`config.mk`:
```
export PLATFORM = sky130hd
export DESIGN_NAME = sp_ram_bist_flat
export DESIGN_NICKNAME = d
export VERILOG_FILES = /design/src/rtl/sp_ram_bist_if.sv /design/src/rtl/sp_ram_bist.sv /design/src/flat_wrapper.sv
export SDC_FILE = /design/constraint.sdc
export NUM_CORES = 1
export LEC_CHECK = 0
export BUFFER_PORTS_ARGS = -buffer_cell sky130_fd_sc_hd__buf_2
export CAP_MARGIN = 20
export CELL_PAD_IN_SITES_DETAIL_PLACEMENT = 0
export CELL_PAD_IN_SITES_GLOBAL_PLACEMENT = 1
export CORE_ASPECT_RATIO = 2
export CORE_MARGIN = 1
export CORE_UTILIZATION = 40
export DETAILED_ROUTE_END_ITERATION = 10
export GPL_TIMING_DRIVEN = 1
export HOLD_SLACK_MARGIN = 0.02
export PLACE_DENSITY = 0.77
export SYNTH_ARGS = -nofsm -noshare
export SYNTH_HDL_FRONTEND = slang
export SYNTH_SLANG_ARGS = --single-unit
```
`constraint.sdc`:
```
create_clock -name clk -period 2.93 [get_ports clk]
set_input_delay 0.586 -clock clk [delete_from_list [all_inputs] [get_ports clk]]
set_output_delay 0.586 -clock clk [all_outputs]
set_load 0.01 [all_outputs]
```
`src/rtl/sp_ram_bist_if.sv`:
```
// rtl/sp_ram_bist_if.sv - RAM port bundle between the March C- BIST initiator and sp_ram_wrap
//
// Signals (master = BIST initiator, slave = RAM):
//   en     master->slave  1             RAM enable
//   addr   master->slave  ADDR_WIDTH    byte address, [1:0]=0
//   wdata  master->slave  DATA_WIDTH    write data
//   we     master->slave  1             write enable
//   be     master->slave  DATA_WIDTH/8  byte enables
//   rdata  slave->master  DATA_WIDTH    read data, valid one cycle after a read
interface sp_ram_bist_if #(
   parameter int ADDR_WIDTH = 15,
   parameter int DATA_WIDTH = 32
);
   logic                      en;
   logic [ADDR_WIDTH-1:0]     addr;
   logic [DATA_WIDTH-1:0]     wdata;
   logic                      we;
   logic [DATA_WIDTH/8-1:0]   be;
   logic [DATA_WIDTH-1:0]     rdata;

   modport master (output en, output addr, output wdata, output we, output be, input rdata);
   modport slave  (input en, input addr, input wdata, input we, input be, output rdata);
endinterface

```
`src/rtl/sp_ram_bist.sv`:
```
// rtl/sp_ram_bist.sv - March C- built-in self-test initiator for one sp_ram_wrap instance
//
// Runs M0 up(w0); M1 up(r0,w1); M2 up(r1,w0); M3 down(r0,w1); M4 down(r1,w0);
// M5 up(r0) over every word, reporting pass/fail and the first failing word.
//
// Ports:
//   clk            clock
//   rstn_i         asynchronous active-low reset
//   start_i        run request, honoured only in IDLE/DONE
//   bist_active_o  BIST owns the RAM port
//   done_o         test finished (level, held in DONE)
//   fail_o         sticky mismatch flag
//   fail_addr_o    word address of the first mismatch
//   ram            RAM port (master side)
module sp_ram_bist #(
   parameter int RAM_SIZE     = 32768,
   parameter int ADDR_WIDTH   = $clog2(RAM_SIZE),
   parameter int DATA_WIDTH   = 32,
   parameter int STOP_ON_FAIL = 0
) (
   input  logic                  clk,
   input  logic                  rstn_i,
   input  logic                  start_i,
   output logic                  bist_active_o,
   output logic                  done_o,
   output logic                  fail_o,
   output logic [ADDR_WIDTH-3:0] fail_addr_o,
   sp_ram_bist_if.master         ram
);
   localparam int BE_W      = DATA_WIDTH / 8;
   localparam int NUM_WORDS = RAM_SIZE / BE_W;
   localparam int WAW       = ADDR_WIDTH - 2;
   localparam logic [WAW-1:0] LAST = WAW'(NUM_WORDS - 1);

   localparam logic [2:0] S_IDLE  = 3'd0;
   localparam logic [2:0] S_WR    = 3'd1;
   localparam logic [2:0] S_RW    = 3'd2;
   localparam logic [2:0] S_RD    = 3'd3;
   localparam logic [2:0] S_FINAL = 3'd4;
   localparam logic [2:0] S_DONE  = 3'd5;

   // state_q/elem_q/word_q/rd_q describe the RAM operation on the port this cycle
   logic [2:0]            state_q, state_d;
   logic [2:0]            elem_q, elem_d;
   logic [WAW-1:0]        word_q, word_d;
   logic                  rd_q, rd_d;
   logic                  chk_valid_q, chk_valid_d;
   logic [DATA_WIDTH-1:0] exp_q, exp_d;
   logic [WAW-1:0]        chk_addr_q, chk_addr_d;
   logic                  fail_q, fail_d;
   logic [WAW-1:0]        fail_addr_q, fail_addr_d;
   logic                  done_q, done_d;
   logic                  active_q, active_d;
   logic                  en_q, en_d;
   logic                  we_q, we_d;
   logic [BE_W-1:0]       be_q, be_d;
   logic [ADDR_WIDTH-1:0] addr_q, addr_d;
   logic [DATA_WIDTH-1:0] wdata_q, wdata_d;

   logic mismatch, stop, up, term, cur_read;

   assign mismatch = chk_valid_q && (ram.rdata != exp_q);
   assign stop     = mismatch && (STOP_ON_FAIL != 0);
   assign up       = (elem_q == 3'd1) || (elem_q == 3'd2);
   assign term     = up ? (word_q == LAST) : (word_q == '0);
   assign cur_read = (state_q == S_RD) || ((state_q == S_RW) && rd_q);

   always_comb begin
      state_d     = state_q;
      elem_d      = elem_q;
      word_d      = word_q;
      rd_d        = rd_q;
      fail_d      = fail_q;
      fail_addr_d = fail_addr_q;
      // A read this cycle arms the compare that runs against rdata next cycle.
      // M2/M4 read all-ones; M1/M3/M5 read all-zeros.
      chk_valid_d = cur_read && !stop;
      exp_d       = ((state_q == S_RW) && !elem_q[0]) ? '1 : '0;
      chk_addr_d  = word_q;

      if (mismatch) begin
         fail_d = 1'b1;
         if (!fail_q) fail_addr_d = chk_addr_q;
      end

      case (state_q)
         S_IDLE, S_DONE: begin
            if (start_i) begin
               state_d     = S_WR;
               elem_d      = '0;
               word_d      = '0;
               rd_d        = 1'b0;
               fail_d      = 1'b0;
               fail_addr_d = '0;
            end
         end
         S_WR: begin
            if (word_q == LAST) begin
               state_d = S_RW;
               elem_d  = 3'd1;
               word_d  = '0;
               rd_d    = 1'b1;
            end else begin
               word_d = word_q + WAW'(1);
            end
         end
         S_RW: begin
            if (rd_q) begin
               rd_d = 1'b0;
            end else begin
               // the write closes the word; the element advances on its terminal word
               rd_d = 1'b1;
               if (term) begin
                  if (elem_q == 3'd4) begin
                     state_d = S_RD;
                     word_d  = '0;
                  end else begin
                     elem_d = elem_q + 3'd1;
                     word_d = (elem_q == 3'd1) ? '0 : LAST;
                  end
               end else begin
                  word_d = up ? word_q + WAW'(1) : word_q - WAW'(1);
               end
            end
         end
         S_RD: begin
            if (word_q == LAST) state_d = S_FINAL;
            else                word_d  = word_q + WAW'(1);
         end
         S_FINAL: state_d = S_DONE;
         default: state_d = S_IDLE;
      endcase

      if (stop) state_d = S_DONE;

      // registered port values for the operation chosen for next cycle
      en_d    = 1'b0;
      we_d    = 1'b0;
      be_d    = '0;
      addr_d  = '0;
      wdata_d = '0;
      case (state_d)
         S_WR: begin
            en_d   = 1'b1;
            we_d   = 1'b1;
            be_d   = '1;
            addr_d = {word_d, 2'b00};
         end
         S_RW: begin
            en_d   = 1'b1;
            be_d   = '1;
            addr_d = {word_d, 2'b00};
            if (!rd_d) begin
               we_d    = 1'b1;
               wdata_d = elem_d[0] ? '1 : '0;
            end
         end
         S_RD: begin
            en_d   = 1'b1;
            be_d   = '1;
            addr_d = {word_d, 2'b00};
         end
         default: ;
      endcase
      done_d   = (state_d == S_DONE);
      active_d = (state_d != S_IDLE) && (state_d != S_DONE);
   end

   always_ff @(posedge clk or negedge rstn_i) begin
      if (!rstn_i) begin
         state_q     <= S_IDLE;
         elem_q      <= '0;
         word_q      <= '0;
         rd_q        <= 1'b0;
         chk_valid_q <= 1'b0;
         exp_q       <= '0;
         chk_addr_q  <= '0;
         fail_q      <= 1'b0;
         fail_addr_q <= '0;
         done_q      <= 1'b0;
         active_q    <= 1'b0;
         en_q        <= 1'b0;
         we_q        <= 1'b0;
         be_q        <= '0;
         addr_q      <= '0;
         wdata_q     <= '0;
      end else begin
         state_q     <= state_d;
         elem_q      <= elem_d;
         word_q      <= word_d;
         rd_q        <= rd_d;
         chk_valid_q <= chk_valid_d;
         exp_q       <= exp_d;
         chk_addr_q  <= chk_addr_d;
         fail_q      <= fail_d;
         fail_addr_q <= fail_addr_d;
         done_q      <= done_d;
         active_q    <= active_d;
         en_q        <= en_d;
         we_q        <= we_d;
         be_q        <= be_d;
         addr_q      <= addr_d;
         wdata_q     <= wdata_d;
      end
   end

   assign bist_active_o = active_q;
   assign done_o        = done_q;
   assign fail_o        = fail_q;
   assign fail_addr_o   = fail_addr_q;
   assign ram.en        = en_q;
   assign ram.we        = we_q;
   assign ram.be        = be_q;
   assign ram.addr      = addr_q;
   assign ram.wdata     = wdata_q;
endmodule
```
`src/flat_wrapper.sv`:
```
// flat-port wrapper written by rule: the top's interface ports become plain ports
module sp_ram_bist_flat 
#(
   parameter int RAM_SIZE     = 32768,
   parameter int ADDR_WIDTH   = $clog2(RAM_SIZE),
   parameter int DATA_WIDTH   = 32,
   parameter int STOP_ON_FAIL = 0
)
  (clk, rstn_i, start_i, bist_active_o, done_o, fail_o, fail_addr_o, ram_en, ram_addr, ram_wdata, ram_we, ram_be, ram_rdata);
  sp_ram_bist_if #(.ADDR_WIDTH(ADDR_WIDTH), .DATA_WIDTH(DATA_WIDTH)) ram_i ();
  input  logic clk;
  input  logic rstn_i;
  input  logic start_i;
  output logic bist_active_o;
  output logic done_o;
  output logic fail_o;
  output logic [ADDR_WIDTH-3:0] fail_addr_o;
  output wire logic [$bits(ram_i.en)-1:0] ram_en;
  output wire logic [$bits(ram_i.addr)-1:0] ram_addr;
  output wire logic [$bits(ram_i.wdata)-1:0] ram_wdata;
  output wire logic [$bits(ram_i.we)-1:0] ram_we;
  output wire logic [$bits(ram_i.be)-1:0] ram_be;
  input wire logic [$bits(ram_i.rdata)-1:0] ram_rdata;
  assign ram_en = ram_i.en;
  assign ram_addr = ram_i.addr;
  assign ram_wdata = ram_i.wdata;
  assign ram_we = ram_i.we;
  assign ram_be = ram_i.be;
  assign ram_i.rdata = ram_rdata;
  sp_ram_bist #(.RAM_SIZE(RAM_SIZE), .ADDR_WIDTH(ADDR_WIDTH), .DATA_WIDTH(DATA_WIDTH), .STOP_ON_FAIL(STOP_ON_FAIL)) u_core (.clk(clk), .rstn_i(rstn_i), .start_i(start_i), .bist_active_o(bist_active_o), .done_o(done_o), .fail_o(fail_o), .fail_addr_o(fail_addr_o), .ram(ram_i));
endmodule
```
; ---- Yosys cells after proc, flatten, opt, wreduce, memory -nomap -nowiden
; Index checks and enable logic that the tools add are counted.
[classes]
n_reduce_logical = 14
mux = 43
n_addsub = 3
eq_ne = 20
[ops]
columns = cell, n
row1 = $mux W13, 12
row2 = $mux W32, 4
row3 = $pmux W13 S4, 1
row4 = $mux W3, 11
row5 = $ne A32 B32 Y1, 1
row6 = $eq A3 B2 Y1 const B, 5
row7 = $mux W15, 1
row8 = $pmux W3 S5, 1
row9 = $add A13 B1 Y13 const B, 1
row10 = $eq A13 B13 Y1 const B, 1
row11 = $logic_not A13 Y1, 1
row12 = $sub A13 B1 Y13 const B, 1
row13 = $eq A3 B3 Y1 const B, 4
row14 = $eq A3 B1 Y1 const B, 3
row15 = $mux W1, 9
row16 = $pmux W3 S3, 1
row17 = $ne A2 B2 Y1 const B, 3
row18 = $reduce_and A6 Y1, 1
row19 = $reduce_bool A3 Y1, 2
row20 = $logic_and A1 B1 Y1, 4
row21 = $mux W4, 1
row22 = $ne A2 B1 Y1 const B, 2
row23 = $add A3 B1 Y3 const B, 1
row24 = $logic_not A3 Y1, 1
row25 = 7 further kinds, 8
[word_totals]
input_bits = 35
wordCells = 97
output_inout_bits = 69
ff_bits = 135

; ---- Logic depth before layout (Yosys ltp)
; Gate-level depths: netlist of the first run.
[depth]
ltp_word = 9
mapped_depth = 10
mapped_depth_nobuf = 10

; ---- Least setup slack after synthesis of the first run
; OpenSTA, ideal clock, no wires.
[synth_path]
path_kind = flip-flop to flip-flop
startpoint = register u_core.word_q[1] (netlist: u_core.chk_addr_d[1])
endpoint = register u_core.addr_q[2] (netlist: u_core.ram.addr[2])
n_path_buf = 0
t_required_ps = 2811
stages_incl_launch_ff = 11
setup_time_ps = 119
t_arrival_ps = 2242
path_slack_ps = 569
synth_period_minus_slack_ps = 2361
path_cell_list = dfrtp_1 -> ha_1 -> nand4_2 -> nor4_2 -> inv_2 -> ha_1 -> nand3_1 -> o21ai_0 -> a311oi_1 -> a31oi_1 -> and2_1
[synth_via]
elab_cells_between_ends = 18
classes_between = 4 x eq/ne / 12 x mux / 2 x reduce/logical
[synth_rtl]
columns = item, line
row1 = start: declaration, sp_ram_bist.sv:45  ; logic [WAW-1:0] word_q, word_d;
row2 = start signal: assignment, sp_ram_bist.sv:190  ; word_q <= word_d;
row3 = $eq A13 B13 Y1 or $logic_not A13 Y1 (tied branches), "sp_ram_bist.sv:65, sp_ram_bist.sv:98, sp_ram_bist.sv:127"
row4 = $mux W1, sp_ram_bist.sv:65  ; assign term = up ? (word_q == LAST) : (word_q == '0);
row5 = $mux W13, sp_ram_bist.sv:113  ; if (term) begin
row6 = $mux W13, sp_ram_bist.sv:108  ; if (rd_q) begin
row7 = $pmux W13 S4 *, sp_ram_bist.sv:86  ; case (state_q)
row8 = via u_core.word_d[0], sp_ram_bist.sv:45
row9 = $mux W15 *, sp_ram_bist.sv:142  ; case (state_d)
row10 = via u_core.addr_d[2], sp_ram_bist.sv:57  ; logic [ADDR_WIDTH-1:0] addr_q, addr_d;
row11 = end signal: assignment, sp_ram_bist.sv:202  ; addr_q <= addr_d;
row12 = end: declaration, sp_ram_bist.sv:57
; Mark *: on every way through the listed nets, which the timed path passes. The rest lies on a longest branch.
; A chain may end at the register's enable or synchronous reset.

; ---- Final worst setup path of the first run
[layout_path]
startpoint = register u_core.word_q[0] (netlist: u_core.chk_addr_d[0])
endpoint = register u_core.addr_q[5] (netlist: u_core.ram.addr[5])
[layout_via]
elab_cells_between_ends = 21
classes_between = 2 x add/sub / 4 x eq/ne / 13 x mux / 2 x reduce/logical
[layout_rtl]
columns = item, line
row1 = $sub A13 B1 Y13 (tied with other cells), sp_ram_bist.sv:122  ; word_d = up ? word_q + WAW'(1) : word_q - WAW'(1);
row2 = $mux W13 or $mux W1 (tied branches), "sp_ram_bist.sv:122, sp_ram_bist.sv:65"
row3 = $mux W13, sp_ram_bist.sv:113
row4 = $mux W13, sp_ram_bist.sv:108
row5 = $pmux W13 S4 *, sp_ram_bist.sv:86
row6 = via u_core.word_d[3], sp_ram_bist.sv:45
row7 = $mux W15 *, sp_ram_bist.sv:142
row8 = via u_core.addr_d[5], sp_ram_bist.sv:57
; Marked as above.

==> impl_results.md, run 1 <==
- Clk sinks: 67
- H-tree depth: 3
- Root Driver: clkbuf_16
- Detailed Route Iter0 Violations: 189
- Minimum clock period: 2.74 ns
- # fillers: 953
- DRC viols: 0
- Worst IR drop on VDD: 319 uV
- Reg area: 1680 um2
- Max_cap viols: 0
- Setup tns final: 0 ns
- Initial antenna violation count: 0
- IO buf count: 101
- I/O pins: 104
- CP Cell Sequence: ha_1 -> and4_1 -> and4_1 -> a22o_1 -> o21ai_0 -> o311ai_2 -> and2_1
- Reg-to-reg slack, setup: 0.19 ns
- Synth top area cells: dfrtp_1, buf_4, mux2i_1
- Pleak: 2.50 nW
- #FFs+latches synth: 67
- Post-CTS setup repair buffer count: 0
- Worst Setup Slack, final: 0.190 ns
- # nets final: 550
- Hold WS: 0.309 ns
- Fraction of registers with async set or reset after synthesis: 100%
- Initial Util: 41.5%
- First-pass DRT Iterations: 4
- Multi-input gate area: 1960 um2
- Vias: 3589
- Min-delay worst type: in -> async
- Worst endpoint required time: 3.16 ns
- Share of cells above drive strength 1: 30.7%
- Adder-cell area share of the yosys netlist: 2.45%
- CTS Buffer Depth: 2
- First-pass GRT wire length: 17100 um
- Post-synthesis simple-gate area fraction: 21.4%
- Post-DRT Antenna Nets: 0
- Period utilisation layout: 93.5%
- Worst endpoint data arrival time: 2.97 ns
- Reg clk slew, reported paths: 0.06 ns
- Total chip power: 3.53 mW
- R2r worst-path depth: 7
- Synth Flop Type: dfrtp_1
- Cell area after synthesis: 4080 um2
- Library cells used by synthesis: 67
- Type of origin of the critical path: flop
- Crit Path Class: reg -> reg
- Critical R2R Launch: u_core.chk_addr_d[0]
- Total gr overflow: 0
- Synth Warn #: 0
- PostCTS Resize Cnt: 0
- Clock Latency Late Sink: 0.33 ns
- Delay-heaviest family, CP: compound AO/OA/AOI/OAI gates
- Pwr Density: 729 nW/um2
- Main combinational cell family by area after synthesis: simple AND/OR/NAND/NOR gates
- R2r endpoint: u_core.ram.addr[5]
- Unrepaired setup endpoints after global routing: false
- Vias in the first global route: 3394
- Top cell type's share of synthesized area: 41.1%
- Width of the die: 73.4 um
- Num rows: 51
- HPWL after DPL: 8720 um
- Final Max Slew Viols: 0
- Avg Inst Size Synth: 9.42 um2
- XOR/XNOR Fraction of Synth Area: 3.01%
- Critical path buffers and inverters: 0
- Sequential area share after synthesis: 41.1%
- Final Skew: 0.00734 ns
- Routed Wire Length: 11100 um
- Final Instance Area: 4840 um2
- Area leader, netlist: dfrtp_1
- Die area: 10600 um2
- Worst path slowest cell: o21ai_0
- Num CTS Buffers: 9
- GRT Total Usage: 22.0%
- Dpl cell area: 4510 um2
- Outcome: finished clean
- Routability cong.: 0.949
- CP Launch Point: u_core.chk_addr_d[0]
- Relative slew slack: 48.4%
- Post-synthesis compound-gate area fraction: 16.5%
- Antenna cells: 0
- Largest net degree at the start of global routing: 39
- CTS tree: built
- Core box area: 9830 um2
- Via density: 5.57
- Worst-path maximum fanout: 8
- Most common cell on crit path: and4_1
- Number of synthesized flops with an enable pin: 0
- Fmax: 0.365 GHz
- Actual transition at the worst max-transition pin: 0.769 ns
- Hold Fails Final Rpt: 0
- Synth Instances: 433
- Crit end category: flop
- WL per Instance: 17.3 um
- Hold_buf cts: 0
- Multiplexer area fraction after synthesis: 4.45%
- Layout area overhead: 18.7%
- Die height: 145 um
- Max stage delay on crit path: 0.50 ns
- Final setup violation count: 0
- Placement Setup Slack: 0.285 ns
## how the worst max path moves through the flow
stage	slack, ns	to	cells after the start
floorplan	0.57	u_core.ram.addr[2]	10
global placement	0.29	u_core.ram.addr[5]	7
detailed placement	0.29	u_core.ram.addr[5]	7
CTS	0.26	u_core.ram.addr[5]	7
global route	0.14	u_core.ram.addr[5]	9
finish	0.19	u_core.ram.addr[5]	7
## area by class of cell
| cell class | instances | share of cell area [%] |
|---|---|---|
| inverters | 15 | 1.16 |
| clock buffers | 10 | 4.94 |
| clock inverters | 6 | 1.96 |
| repair buffers | 119 | 13.5 |
| multi-input cells | 295 | 40.4 |
| well taps | 132 | 3.41 |
| flip-flops and latches | 67 | 34.6 |
## logic make-up after synthesis
logic type	count (synthesis)
and+or+nand+nor	162
AOI/OAI and AO/OA	91
buffers and inverters	72
DFF	67
muxes	18
xor gates and xnor gates	14
adders and majority gates	8
other	1
## worst register-to-register path, delay by kind of cell, from the launching register on
family | cells | cell delay [ns]
adder cells (fa/ha/maj) | 1 | 0.33
AND/OR/NAND/NOR | 3 | 0.82
flip-flops | 1 | 0.47
AO/OA/AOI/OAI | 3 | 1.03
## registers in the layout (all words and copies together), names as in the netlist
register / cells
u_core.bist_active_o: 1
u_core.chk_addr_d: 13
u_core.chk_addr_q: 13
u_core.chk_valid_q: 1
u_core.done_o: 1
u_core.elem_q: 3
u_core.exp_q: 1
u_core.fail_addr_o: 13
u_core.fail_o: 1
u_core.ram.addr: 13
u_core.ram.be: 1
u_core.ram.wdata: 1
u_core.ram.we: 1
u_core.rd_q: 1
u_core.state_q: 3
## power breakdown
part | switching [mW] | total, mW | internal, mW
logic | 0.672 | 1.13 | 0.458
registers | 0.143 | 1.21 | 1.07
clock network | 0.414 | 1.19 | 0.776
total | 1.23 | 3.53 | 2.30
## placed cells by master, fill, tap and decap left out, drive strengths merged, types with 12 or more instances in the layout
cell type,instances
a21oi,18
buf,119
dfrtp,67
inv,17
mux2i,17
nand2,38
nand3,19
nor2,31
nor3,13
o21ai,24
xnor2,12
## synthesized netlist by cell type, drive strengths merged, types with 3 or more instances
| cell type | number |
|---|---|
| xnor2 | 12 |
| ha | 8 |
| nand2 | 38 |
| nor2 | 31 |
| clkbuf | 9 |
| o22ai | 4 |
| inv | 15 |
| a31oi | 9 |
| a211o | 3 |
| dfrtp | 67 |
| or4 | 8 |
| or3 | 6 |
| nand3 | 19 |
| and3 | 4 |
| o21ai | 24 |
| nor3 | 13 |
| mux2i | 17 |
| a21o | 3 |
| nor2b | 4 |
| nor4 | 9 |
| and4 | 3 |
| a21oi | 18 |
| and2 | 9 |
| nand4 | 8 |
| buf | 48 |
| o32ai | 3 |
## through the flow
stage	utilization [%]	instances
floorplan	-	434
CTS	49.3	644
global placement	45.9	628
finish	49.3	644
detailed placement	45.9	628
global route	49.3	644
## metal layers
metal	vias up	global-route usage [%]	share of wire, %
met3	39	4.02	5.0
met1	1713	21.2	35
met5	-	0	0
met4	0	16.3	6.7
met2	156	40.4	54
li1	1681	-	-
Note: power is estimated with default switching activity, not from simulation.
==> run 2, diff against run 1 <==
--- a/config.mk
+++ b/config.mk
@@ -9,7 +9,7 @@
 export CAP_MARGIN = 20
 export CELL_PAD_IN_SITES_DETAIL_PLACEMENT = 0
 export CELL_PAD_IN_SITES_GLOBAL_PLACEMENT = 1
-export CORE_ASPECT_RATIO = 2
+export CORE_ASPECT_RATIO = 0.5
 export CORE_MARGIN = 1
 export CORE_UTILIZATION = 40
 export DETAILED_ROUTE_END_ITERATION = 10
==> run 2 against run 1 <==
Effect of this change:
- design area increased by 0.23%
- maximum frequency increased by 9.8%
- count of clock-buffer cells in the layout shrank 1
- critical path type unchanged
- global-route usage up 1.0 points
==> impl_results.md, run 2 (synthesized netlist as in run 1, its figures left out) <==
- WL per Instance: 17.5 um (+1.4%)
- Via density: 5.53 (-0.77%)
- Reg area: 1680 um2 (unchanged)
- Setup tns final: 0 ns (unchanged)
- Layout area overhead: 19.0%
- H-tree depth: 3 (unchanged)
- Relative slew slack: 52.0% (+3.6 points)
- Final Instance Area: 4850 um2 (+0.23%)
- Crit Path Class: reg -> reg
- Worst Setup EP: u_core.chk_addr_d[9]
- Final setup violation count: 0 (unchanged)
- Width of the die: 145 um (+97%)
- Final Max Slew Viols: 0 (unchanged)
- CP Launch Point: u_core.chk_addr_d[1]
- Clock Latency Late Sink: 0.34 ns (about the same)
- R2r endpoint: u_core.chk_addr_d[9]
- Max_cap viols: 0 (unchanged)
- Die height: 73.4 um (-49%)
- Vias: 3611 (+0.61%)
- Root Driver: clkbuf_16
- Critical R2R Launch: u_core.chk_addr_d[1]
- Total gr overflow: 0 (unchanged)
- Actual transition at the worst max-transition pin: 0.710 ns (-0.0590 ns)
- DRC viols: 0 (unchanged)
- CP Cell Sequence: ha_1 -> nand4_2 -> buf_4 -> o41ai_4 -> o21ai_0 -> a21o_1 -> a211o_1
- Share of cells above drive strength 1: 31.5% (+0.80 points)
- Max stage delay on crit path: 0.59 ns (+0.09 ns)
- Post-CTS setup repair buffer count: 0 (unchanged)
- Post-DRT Antenna Nets: 0 (unchanged)
- Num CTS Buffers: 9 (unchanged)
- HPWL after DPL: 8710 um (about the same)
- # nets final: 556 (+1.1%)
- Worst endpoint required time: 3.15 ns (about the same)
- Antenna cells: 0 (unchanged)
- Multi-input gate area: 1960 um2 (unchanged)
- Worst path slowest cell: o41ai_4
- CTS tree: built
- Minimum clock period: 2.50 ns (-0.245 ns)
- Type of origin of the critical path: flop
- Initial Util: 42.2% (+0.69 points)
- Fmax: 0.401 GHz (+9.8%)
- R2r worst-path depth: 7 (unchanged)
- GRT Total Usage: 23.0% (+1.0 points)
- Routability cong.: 0.925 (-2.5%)
- Hold_buf cts: 0 (unchanged)
- Min-delay worst type: in -> async
- Largest net degree at the start of global routing: 33 (-15%)
- Layout Cells excl Fill: 653 (+1.4%)
- Dpl cell area: 4540 um2 (+0.81%)
- Placed cells: 637 (+1.4%)
- Worst-path maximum fanout: 7 (-1)
- PostCTS Resize Cnt: 0 (unchanged)
- Initial antenna violation count: 0 (unchanged)
- Worst endpoint data arrival time: 2.72 ns (-0.25 ns)
- # fillers: 901 (-5.5%)
- I/O pins: 104 (unchanged)
- First-pass GRT wire length: 17900 um (+4.8%)
- Num rows: 25 (-51%)
- Vias in the first global route: 3310 (-2.5%)
- Reg clk slew, reported paths: 0.06 ns (about the same)
- IO buf count: 101 (unchanged)
- Crit end category: flop
- Commonest non-fill, non-tap cell in the layout: buf_2
- Routed Wire Length: 11500 um (+2.8%)
- Total chip power: 3.47 mW (-1.6%)
- Pwr Density: 715 nW/um2 (-1.8%)
- Clk sinks: 67 (unchanged)
- CTS Buffer Depth: 2 (unchanged)
- Unrepaired setup endpoints after global routing: false
- First-pass DRT Iterations: 5 (+1)
- Final Skew: 0.00824 ns (+0.000908 ns)
- Commonest non-fill, non-tap cells in the layout: buf_2, dfrtp_1, nand2_1
- Pleak: 2.51 nW (+0.33%)
- Core box area: 9670 um2 (-1.6%)
- Period utilisation layout: 85.2% (-8.4 points)
- Detailed Route Iter0 Violations: 338 (+79%)
- Worst IR drop on VDD: 275 uV (-14%)
- Outcome: finished clean
- Reg-to-reg slack, setup: 0.43 ns (+0.25 ns)
- Die area: 10600 um2 (unchanged)
- Hold Fails Final Rpt: 0 (unchanged)
## run 2: worst min-delay path by stage
stage / start / to / slack, ns / cells past startpoint
2_1_floorplan: rstn_i / u_core.bist_active_o / 0.29 / 0
5_1_grt: rstn_i / u_core.chk_addr_d[0] / 0.35 / 1
3_5_place_dp: u_core.chk_addr_q[11] / u_core.fail_addr_o[11] / 0.48 / 2
3_3_place_gp: u_core.chk_addr_q[12] / u_core.fail_addr_o[12] / 0.46 / 2
4_1_cts: rstn_i / u_core.chk_addr_d[0] / 0.32 / 1
6_report: rstn_i / u_core.chk_addr_d[0] / 0.29 / 1
## run 2: cell type report
cell class                      count  share of cell area, %
Multi-Input combinational cell    295                   40.3
Tap cell                          135                   3.48
Clock inverter                      7                   1.73
Sequential cell                    67                   34.5
Inverter                           15                   1.16
Timing Repair Buffer              125                   14.1
Clock buffer                        9                   4.64
## run 2: critical path: cells and delay by family, from the launching register on
kind / cells / cell delay (ns)
AO/OA/AOI/OAI: 4 / 1.28
adder cells (fa/ha/maj): 1 / 0.32
buffers and inverters: 1 / 0.19
flip-flops: 1 / 0.45
AND/OR/NAND/NOR: 1 / 0.15
## run 2: metal layers
metal  track usage [%]  vias up  wire, um  part of all wire (%)
met5                 0        -         0                     0
met1              32.4     1724      5490                    48
met3              7.89       17      1030                   9.0
met4              6.55        0       203                   1.8
met2              33.3      181      4730                    41
li1                  -     1689         -                     -
## run 2: power breakdown
group | internal, mW | total, mW | switching [mW]
registers | 1.06 | 1.20 | 0.138
clock network | 0.673 | 1.11 | 0.439
logic | 0.477 | 1.16 | 0.679
total | 2.21 | 3.47 | 1.26
## run 2: stage by stage
stage,util [%],hold slack (ns),setup WS (ns)
2_1_floorplan,-,0.290,0.569
3_3_place_gp,47.0,0.464,0.467
3_5_place_dp,47.0,0.479,0.447
4_1_cts,50.2,0.319,0.471
5_1_grt,50.2,0.348,0.272
6_report,50.2,0.292,0.435
==> run 3, diff against run 2 <==
--- a/config.mk
+++ b/config.mk
@@ -16,6 +16,7 @@
 export GPL_TIMING_DRIVEN = 1
 export HOLD_SLACK_MARGIN = 0.02
 export PLACE_DENSITY = 0.77
+export RECOVER_POWER = 50
 export SYNTH_ARGS = -nofsm -noshare
 export SYNTH_HDL_FRONTEND = slang
 export SYNTH_SLANG_ARGS = --single-unit
==> run 3 against run 2 <==
Effect of this change:
- the flow now finishes with violations (capacitance limit, slew limit)
- final cell count unchanged
- non-clock buffer count unchanged
- count of clock-buffer cells in the layout unchanged
==> impl_results.md, run 3 (synthesized netlist as in run 1, its figures left out) <==
- Pwr Density: 718 nW/um2 (+0.34%)
- Clk sinks: 67 (unchanged)
- Die height: 73.4 um (unchanged)
- Type of origin of the critical path: flop
- Commonest non-fill, non-tap cell in the layout: buf_2
- Relative slew slack: -15.2% (-67 points)
- First-pass DRT Iterations: 5 (unchanged)
- Final Skew: 0.00888 ns (+0.000635 ns)
- Worst IR drop on VDD: 274 uV (-0.49%)
- IO buf count: 101 (unchanged)
- Unrepaired setup endpoints after global routing: false
- PostCTS Resize Cnt: 0 (unchanged)
- Commonest non-fill, non-tap cells in the layout: buf_2, dfrtp_1, nand2_1
- Placement Setup Slack: 0.447 ns (unchanged)
- Layout area overhead: 17.7%
- Fmax: 0.400 GHz (-0.25%)
- Clock Latency Late Sink: 0.34 ns (about the same)
- Worst-path maximum fanout: 8 (+1)
- First-pass GRT wire length: 17900 um (unchanged)
- Max_cap viols: 1 (+1)
- Final Max Slew Viols: 30 (+30)
- Total gr overflow: 0 (unchanged)
- Hold_buf cts: 0 (unchanged)
- Vias: 3630 (+0.53%)
- Worst Setup Slack, final: 0.428 ns (-0.00630 ns)
- Period utilisation layout: 85.4% (+0.22 points)
- # fillers: 921 (+2.2%)
- Hold WS: 0.487 ns (+0.195 ns)
- Share of cells above drive strength 1: 26.8% (-4.6 points)
- DRC viols: 0 (unchanged)
- WL per Instance: 17.6 um (+0.62%)
- Largest net degree at the start of global routing: 33 (unchanged)
- Initial antenna violation count: 0 (unchanged)
- Num CTS Buffers: 9 (unchanged)
- Width of the die: 145 um (unchanged)
- Antenna cells: 0 (unchanged)
- CTS Buffer Depth: 2 (unchanged)
- Crit Path Class: reg -> reg
- Vias in the first global route: 3310 (unchanged)
- Post-DRT Antenna Nets: 0 (unchanged)
- Worst endpoint required time: 3.21 ns (+0.06 ns)
- Hold Fails Final Rpt: 0 (unchanged)
- CTS tree: built
- Core box area: 9670 um2 (unchanged)
- GRT Total Usage: 23.0% (unchanged)
- Pleak: 2.42 nW (-3.6%)
- Crit end category: flop
- Outcome: finished, violations left
- Min-delay worst type: reg -> reg
- Reg clk slew, reported paths: 0.06 ns (about the same)
- Worst endpoint data arrival time: 2.78 ns (+0.06 ns)
- HPWL after DPL: 8710 um (unchanged)
- Final setup violation count: 0 (unchanged)
- H-tree depth: 3 (unchanged)
- Num rows: 25 (unchanged)
- Setup tns final: 0 ns (unchanged)
- Routability cong.: 0.925 (unchanged)
- Post-CTS setup repair buffer count: 0 (unchanged)
- Actual transition at the worst max-transition pin: 1.73 ns (+1.02 ns)
- Minimum clock period: 2.50 ns (+0.00630 ns)
- Root Driver: clkbuf_16
- Via density: 5.56 (+0.53%)
- Detailed Route Iter0 Violations: 336 (-0.59%)
- Routed Wire Length: 11500 um (+0.62%)
- Die area: 10600 um2 (unchanged)
- Violated checks: capacitance limit, slew limit
- I/O pins: 104 (unchanged)
- # nets final: 556 (unchanged)
- Initial Util: 42.2% (unchanged)
==> run 3: worst max-delay path, stage by stage (launching register included) <==
cell	delay [ns]
dfrtp_1	0.49
clkbuf_1	0.37
and4_1	0.45
and4_1	0.32
a22o_1	0.37
o21ai_0	0.17
o311ai_2	0.09
and2_1	0.17
==> run 3: routing by layer <==
| layer | GRT usage, % | wire [um] |
|---|---|---|
| met1 | 32.4 | 5410 |
| met2 | 33.3 | 4700 |
| met3 | 7.89 | 1210 |
| met4 | 6.55 | 201 |
| met5 | 0 | 0 |
==> run 3: worst paths after layout <==
| check | slack (ns) | endpoint | cells after the start | from |
|---|---|---|---|---|
| max reg2reg | 0.43 | u_core.ram.addr[5] | 7 | u_core.chk_addr_d[2] |
| max | 0.43 | u_core.ram.addr[5] | 7 | u_core.chk_addr_d[2] |
| min reg2reg | 0.49 | u_core.fail_addr_o[8] | 2 | u_core.chk_addr_q[8] |
| min in group asynchronous | 0.69 | u_core.chk_addr_d[0] | 1 | rstn_i |
| min | 0.49 | u_core.fail_addr_o[8] | 2 | u_core.chk_addr_q[8] |
| max in group asynchronous | 0.64 | u_core.ram.addr[12] | 2 | rstn_i |
==> run 3: through the flow <==
step | total power, mW | instances | area (um2) | utilization, %
after global routing | 3.63 | 653 | 4800 | 49.7
after global placement | 2.35 | 637 | 4540 | 47.0
after floorplan | 1.98 | 434 | 4080 | -
final | 3.45 | 653 | 4800 | 49.7
after CTS | 3.47 | 653 | 4850 | 50.2
after detailed placement | 2.35 | 637 | 4540 | 47.0
==> run 3: where the power goes <==
part / internal (mW) / leakage, nW / switching, mW
sequential: 1.07 / 0.894 / 0.140
combinational: 0.443 / 1.38 / 0.686
clock: 0.673 / 0.149 / 0.440
==> run 3: cell type report <==
type | instances | area [um2] | area share, %
Sequential cell | 67 | 1680 | 34.9
Clock buffer | 9 | 225 | 4.69
Tap cell | 135 | 169 | 3.52
Clock inverter | 7 | 83.8 | 1.75
Multi-Input combinational cell | 295 | 1960 | 40.7
Timing Repair Buffer | 125 | 636 | 13.2
Inverter | 15 | 56.3 | 1.17
